$ cat src/rtl/cnt_ctrl_arbiter_if.sv
// cnt_ctrl_arbiter_if: raw board keys in, BCD count, mode and grant pulses out
interface cnt_ctrl_arbiter_if;
  logic       key_clr;
  logic       key_up;
  logic       key_dn;
  logic       key_mode;
  logic [7:0] cnt_out;
  logic [1:0] mode_out;
  logic [3:0] grant;
  modport master (output key_clr, key_up, key_dn, key_mode, input cnt_out, mode_out, grant);
  modport slave  (input key_clr, key_up, key_dn, key_mode, output cnt_out, mode_out, grant);
endinterface

$ cat src/rtl/cnt_ctrl_arbiter.sv
// cnt_ctrl_arbiter: mode-gated fixed-priority arbiter (clr>up>dn>tick) owning a 00..99 BCD counter.
// Define KEY_DEBOUNCE_EN to filter every synchronised key through a DB_CYCLES stability window.
module cnt_ctrl_arbiter #(
  parameter int TICK_DIV  = 50000000,
  parameter int DB_CYCLES = 1000000
) (
  input logic clk,
  input logic rst,
  cnt_ctrl_arbiter_if.slave bus
);
  typedef enum logic [1:0] {MANUAL = 2'b00, AUTO = 2'b01, HOLD = 2'b10} mode_e;
  localparam int DW = $clog2(TICK_DIV);
  localparam logic [DW-1:0] DIV_MAX = DW'(TICK_DIV - 1);
  logic [3:0] sync1_q, sync1_d, sync2_q, sync2_d, prev_q, prev_d, level, req;
  logic [3:0] grant_q, grant_d;
  logic [7:0] cnt_q, cnt_d;
  logic [DW-1:0] div_q, div_d;
  logic tick;
  mode_e mode_q, mode_d;

  function automatic logic [7:0] bcd_inc(input logic [7:0] v);
    return v[3:0] != 4'd9 ? {v[7:4], v[3:0] + 4'd1} : v[7:4] != 4'd9 ? {v[7:4] + 4'd1, 4'd0} : 8'h00;
  endfunction

  function automatic logic [7:0] bcd_dec(input logic [7:0] v);
    return v[3:0] != 4'd0 ? {v[7:4], v[3:0] - 4'd1} : v[7:4] != 4'd0 ? {v[7:4] - 4'd1, 4'd9} : 8'h99;
  endfunction

  // key vector order: [3] clr, [2] up, [1] dn, [0] mode
  always_comb begin
    sync1_d = {bus.key_clr, bus.key_up, bus.key_dn, bus.key_mode};
    sync2_d = sync1_q;
    prev_d  = level;
  end

`ifdef KEY_DEBOUNCE_EN
  localparam int CW = $clog2(DB_CYCLES + 1);
  localparam logic [CW-1:0] DB_MAX = CW'(DB_CYCLES - 1);
  logic [CW-1:0] db_q [4];
  logic [CW-1:0] db_d [4];
  logic [3:0] stable_q, stable_d;

  always_comb begin
    stable_d = stable_q;
    for (int j = 0; j < 4; j++) begin
      db_d[j] = '0;
      if (sync2_q[j] != stable_q[j]) begin
        if (db_q[j] == DB_MAX) stable_d[j] = sync2_q[j];
        else db_d[j] = db_q[j] + 1'b1;
      end
    end
  end

  always_ff @(posedge clk) begin
    if (rst) begin
      stable_q <= '0;
      for (int j = 0; j < 4; j++) db_q[j] <= '0;
    end else begin
      stable_q <= stable_d;
      for (int j = 0; j < 4; j++) db_q[j] <= db_d[j];
    end
  end

  assign level = stable_q;
`else
  assign level = sync2_q;
`endif

  assign req  = level & ~prev_q;
  assign tick = (mode_q == AUTO) && (div_q == DIV_MAX);

  // eligibility is judged on the current mode, so a coincident mode press never masks its partner
  always_comb begin
    grant_d = req[3]                      ? 4'b1000 :
              (req[2] && mode_q == MANUAL) ? 4'b0100 :
              (req[1] && mode_q == MANUAL) ? 4'b0010 :
              tick                         ? 4'b0001 : 4'b0000;
    cnt_d   = grant_d[3]                ? 8'h00 :
              (grant_d[2] | grant_d[0]) ? bcd_inc(cnt_q) :
              grant_d[1]                ? bcd_dec(cnt_q) : cnt_q;
    div_d   = (mode_q != AUTO || grant_d[3] || tick) ? '0 : div_q + 1'b1;
    mode_d  = mode_q == MANUAL ? (req[0] ? AUTO : MANUAL) :
              mode_q == AUTO   ? (req[0] ? HOLD : AUTO) :
              mode_q == HOLD   ? (req[0] ? MANUAL : HOLD) : MANUAL;
  end

  always_ff @(posedge clk) begin
    if (rst) begin
      sync1_q <= '0;
      sync2_q <= '0;
      prev_q  <= '0;
      grant_q <= '0;
      cnt_q   <= '0;
      div_q   <= '0;
      mode_q  <= MANUAL;
    end else begin
      sync1_q <= sync1_d;
      sync2_q <= sync2_d;
      prev_q  <= prev_d;
      grant_q <= grant_d;
      cnt_q   <= cnt_d;
      div_q   <= div_d;
      mode_q  <= mode_d;
    end
  end

  assign bus.cnt_out  = cnt_q;
  assign bus.mode_out = mode_q;
  assign bus.grant    = grant_q;
endmodule

$ cat src/flat_wrapper.sv
// flat-port wrapper written by rule: the top's interface ports become plain ports
module cnt_ctrl_arbiter_flat 
#(
  parameter int TICK_DIV  = 50000000,
  parameter int DB_CYCLES = 1000000
)
  (clk, rst, bus_key_clr, bus_key_up, bus_key_dn, bus_key_mode, bus_cnt_out, bus_mode_out, bus_grant);
  cnt_ctrl_arbiter_if bus_i ();
  input logic clk;
  input logic rst;
  input wire logic [$bits(bus_i.key_clr)-1:0] bus_key_clr;
  input wire logic [$bits(bus_i.key_up)-1:0] bus_key_up;
  input wire logic [$bits(bus_i.key_dn)-1:0] bus_key_dn;
  input wire logic [$bits(bus_i.key_mode)-1:0] bus_key_mode;
  output wire logic [$bits(bus_i.cnt_out)-1:0] bus_cnt_out;
  output wire logic [$bits(bus_i.mode_out)-1:0] bus_mode_out;
  output wire logic [$bits(bus_i.grant)-1:0] bus_grant;
  assign bus_i.key_clr = bus_key_clr;
  assign bus_i.key_up = bus_key_up;
  assign bus_i.key_dn = bus_key_dn;
  assign bus_i.key_mode = bus_key_mode;
  assign bus_cnt_out = bus_i.cnt_out;
  assign bus_mode_out = bus_i.mode_out;
  assign bus_grant = bus_i.grant;
  cnt_ctrl_arbiter #(.TICK_DIV(TICK_DIV), .DB_CYCLES(DB_CYCLES)) u_core (.clk(clk), .rst(rst), .bus(bus_i));
endmodule
$ cat config.mk
export PLATFORM = sky130hd
export DESIGN_NAME = cnt_ctrl_arbiter_flat
export DESIGN_NICKNAME = d
export VERILOG_FILES = /design/src/rtl/cnt_ctrl_arbiter_if.sv /design/src/rtl/cnt_ctrl_arbiter.sv /design/src/flat_wrapper.sv
export SDC_FILE = /design/constraint.sdc
export NUM_CORES = 1
export LEC_CHECK = 0
export ABC_CLOCK_PERIOD_IN_PS = 2100
export CAP_MARGIN = 0
export CORE_MARGIN = 5
export CORE_UTILIZATION = 30
export DETAILED_ROUTE_END_ITERATION = 8
export DONT_BUFFER_PORTS = 1
export HOLD_SLACK_MARGIN = 0.05
export PLACE_DENSITY = 0.44
export SETUP_SLACK_MARGIN = 0.1
export SLEW_MARGIN = 20
export SYNTH_ARGS = -nofsm -noshare
export SYNTH_HDL_FRONTEND = slang
export SYNTH_SLANG_ARGS = --single-unit
$ cat constraint.sdc
create_clock -name clk -period 2.1 [get_ports clk]
set_input_delay 0.63 -clock clk [delete_from_list [all_inputs] [get_ports clk]]
set_output_delay 0.63 -clock clk [all_outputs]
set_load 0.1 [all_outputs]
==> key figures <==
Power and ir drop
  – Cell Int Power: 1330 uW
  – Worst supply voltage drop on vdd: around 0.27 mV
  – Sequential share of power: 0.553
  – Leak: 0.00112 uW
  – Switching power summed over all nets: 528 uW
  – Sw Share: 0.285
  – Clock Power Share: 0.334
  – Combinational share of power: 0.113
  – Cell area power density: 633 nW/um2

Worst setup path
  – RR Startpoint: u_core.div_q[0]$_SDFF_PP0_
  – Crit path launch type: register
  – Worst setup slack for register-to-register paths: 60 ps
  – Critical path required time: 2310 ps
  – Path type of the worst setup path: reg -> reg
  – Start point of the critical path: u_core.div_q[0]$_SDFF_PP0_
  – Crit path to: u_core.bus.cnt_out[5]$_SDFFE_PP0P_
  – Worst Path Arrival: 2250 ps
  – Kind of end point of the critical path: register
  – R2R depth: 8
  – FF-to-FF End: u_core.bus.cnt_out[5]$_SDFFE_PP0P_
  – Critical Path Fanout Max: 4

Final layout
  – Final-stage net count: 311
  – Final core area utilization: 0.383
  – Signed area change from the synthesized netlist to the final layout: 25.5%
  – Fraction of layout cells with a size suffix above 1: 0.245
  – Filler Cell Count: 776
  – # diodes: 0
  – Post-route cell area: 2930 um2

Min path
  – Worst Hold Class: in -> reg
  – Hold-critical path depth: 1

Detailed routing
  – Total routed wirelength: roughly 5000 um
  – Mean routed wirelength per cell: 12.4 um
  – Met2 Wirelength: 2230 um
  – Top routing layer used: met4
  – DR vias/cell: 4.75
  – Initial drt markers: 76
  – Met1 Routed Length: 2530 um
  – Count of unresolved DRC violations after routing: 0
  – Detail Route Antenna Nets: 0
  – Detailed-router iteration count before antenna repair: 4
  – Met3 wire len: 155 um
  – Total via count after detailed routing: between 1500 and 2000

Logic synthesis
  – Average cell area after synthesis: about 9 um2
  – Main synth FF type: dfxtp_1
  – Synth Warn #: 0
  – Sequential fraction of the synthesis area: 0.446
  – Mapped Cells: 264
  – Leading area contributor after synthesis: dfxtp_1
  – Synthesized flop and latch total: 52
  – Fraction of synthesis flops using an asynchronous set or reset pin: 0
  – Synthesized net count: 274
  – Most repeated cell in the gate-level netlist after synthesis: dfxtp_1
  – Syn Std Cell Area: 2330 um2
  – Post-synth top area share: 0.446
  – Post-synth top cells: dfxtp_1, nor2_1, nand3_1, nor2b_1, xor2_1
  – Count of different cell masters after synthesis: 45
  – Number of enable flip-flop cells after synthesis: 0
  – Dominant cells by area after synthesis: dfxtp_1, nor2_1, xor2_1

STA
  – # setup viols final: 0
  – Largest clock skew in the final design: roughly 13 ps
  – Slew Viols, Final: 0
  – Total negative slack: 0 ps
  – Final worst-path cycle share: 0.970
  – Count of final hold-check violations: 0
  – Time the final worst path needs with I/O delays and setup: 2040 ps
  – RSZ-0062 raised after global routing: yes
  – Worst Setup Slack, final: 63.5 ps
  – Tightest slew margin relative to the limit: 0.608
  – Worst-margin pin slew: roughly 600 ps
  – Highest clock frequency the design can meet: 0.491 GHz

Global routing
  – GR Util All Layers: 0.104
  – Number of global-route vias before repair: 1791
  – Total global routing overflow: 0
  – Maximum number of pins on one net before global-route repair: 27
  – Initial antenna violation count: 0
  – Wire length of the first global-routing pass: approximately 8300 um

Clock tree
  – Clock input transition at the sequential cells of the worst setup and hold paths: 110 ps
  – TritonCTS clock tree: done
  – Maximum clock path buffer count: 2
  – Clock root buffer master: clkbuf_8
  – Number of sinks driven by the clock tree: 52
  – Clock Latency Late Sink: 310 ps
  – H-tree levels: 2
  – Total clock buffers created by CTS: 5

Flow run
  – Number of max-cap violations: 0

Die
  – I/O pin count: 20
  – Starting Density: 0.305
  – Core Region: 7650 um2
  – Width of the die: 98.2 um
  – Die Area: 9640 um2
  – Core Rows: 32
  – Die height: 98.2 um

Placement
  – Routability-driven placement congestion ratio: 0.771
  – Total half-perimeter wirelength after legalization and detailed placement: 3440 um
  – Count of buffers from port buffering: 0
  – Pre-CTS WS: ~62 ps
  – Placed standard-cell area: 2700 um2

Outcome
  – Status: complete, no violations
per-layer routing:
layer	up-vias	global-route usage
li1	990	-
met1	900	0.142
met2	23	0.158
met3	7	0.0243
met4	0	0.0410
met5	-	0
through the flow:
| step | cells | power, uW | hold slack (ps) |
|---|---|---|---|
| 6_report | 404 | 1860 | 368 |
| 5_1_grt | 404 | 1950 | 337 |
| 4_1_cts | 400 | 1880 | 349 |
| 3_5_place_dp | 389 | 1240 | 410 |
| 3_3_place_gp | 389 | 1240 | 401 |
| 2_1_floorplan | 264 | 1200 | 395 |
critical path, cell delays in order (launching register included):
cell,delay [ps]
dfxtp_2,370
ha_4,140
nand2_2,50
or3_4,330
or3_4,400
buf_4,150
o21ai_2,150
o21ai_1,90
o211a_1,240
layout by cell type (no fill, tap or decap), types with 7 or more instances in the layout:
cell	synthesis	layout
nand3_1	17	16
nand2_1	13	12
nor2_1	41	41
nor3_1	8	7
xor2_1	16	16
dfxtp_1	52	41
xnor2_1	10	10
and3_1	13	13
dfxtp_2	0	10
nor2b_1	17	17
buf_4	0	34
cells by family after synthesis:
logic type | share of synthesized area
AO/OA/AOI/OAI | 0.104
multiplexers | 0.00429
adder cells (fa/ha/maj) | 0.0214
buffers and inverters | 0.0300
AND/OR/NAND/NOR | 0.297
XOR/XNOR | 0.0976
flip-flops | 0.446
sequential cells by signal, indices dropped and copies added, names as in the netlist:
| name | flops |
|---|---|
| u_core.bus.mode_out | 2 |
| u_core.div_q | 26 |
| u_core.bus.cnt_out | 8 |
| u_core.sync1_q | 4 |
| u_core.prev_q | 4 |
| u_core.level | 4 |
| u_core.bus.grant | 4 |
worst min-delay path by stage:
stage / startpoint / to / slack, ps
after CTS: rst / u_core.bus.mode_out[1]$_SDFF_PP0_ / 350
final: rst / u_core.bus.mode_out[1]$_SDFF_PP0_ / 370
after detailed placement: u_core.div_q[0]$_SDFF_PP0_ / u_core.div_q[0]$_SDFF_PP0_ / 410
after global routing: rst / u_core.prev_q[2]$_SDFF_PP0_ / 340
after floorplan: u_core.div_q[0]$_SDFF_PP0_ / u_core.div_q[0]$_SDFF_PP0_ / 400
after global placement: u_core.div_q[0]$_SDFF_PP0_ / u_core.div_q[0]$_SDFF_PP0_ / 400
power groups by stage:
stage	clock network (uW)	registers, uW	logic, uW
global placement	0	1050	195
detailed placement	0	1050	194
finish	619	1030	210
floorplan	0	1110	90.5
CTS	650	1030	200
global route	692	1030	224
timing repair:
item | in CTS | in global routing
resized for setup | 3 | 11
setup buffers | 2 | 3
gates cloned | 1 | 1
endpoints found under the hold margin | 0 | 0
setup endpoints to repair | 6 | 34
hold buffers | 0 | 0
pin swaps | 1 | 7
area by class of cell:
type                            instances  area (um2)  area share
Multi-Input combinational cell        198        1290       0.442
Timing Repair Buffer                   39         334       0.114
Sequential cell                        52        1060       0.361
Tap cell                              102         128      0.0436
Inverter                                5        18.8     0.00641
Clock inverter                          3        28.8     0.00982
Clock buffer                            5        68.8      0.0235
Power figures use the tool's default switching activity.
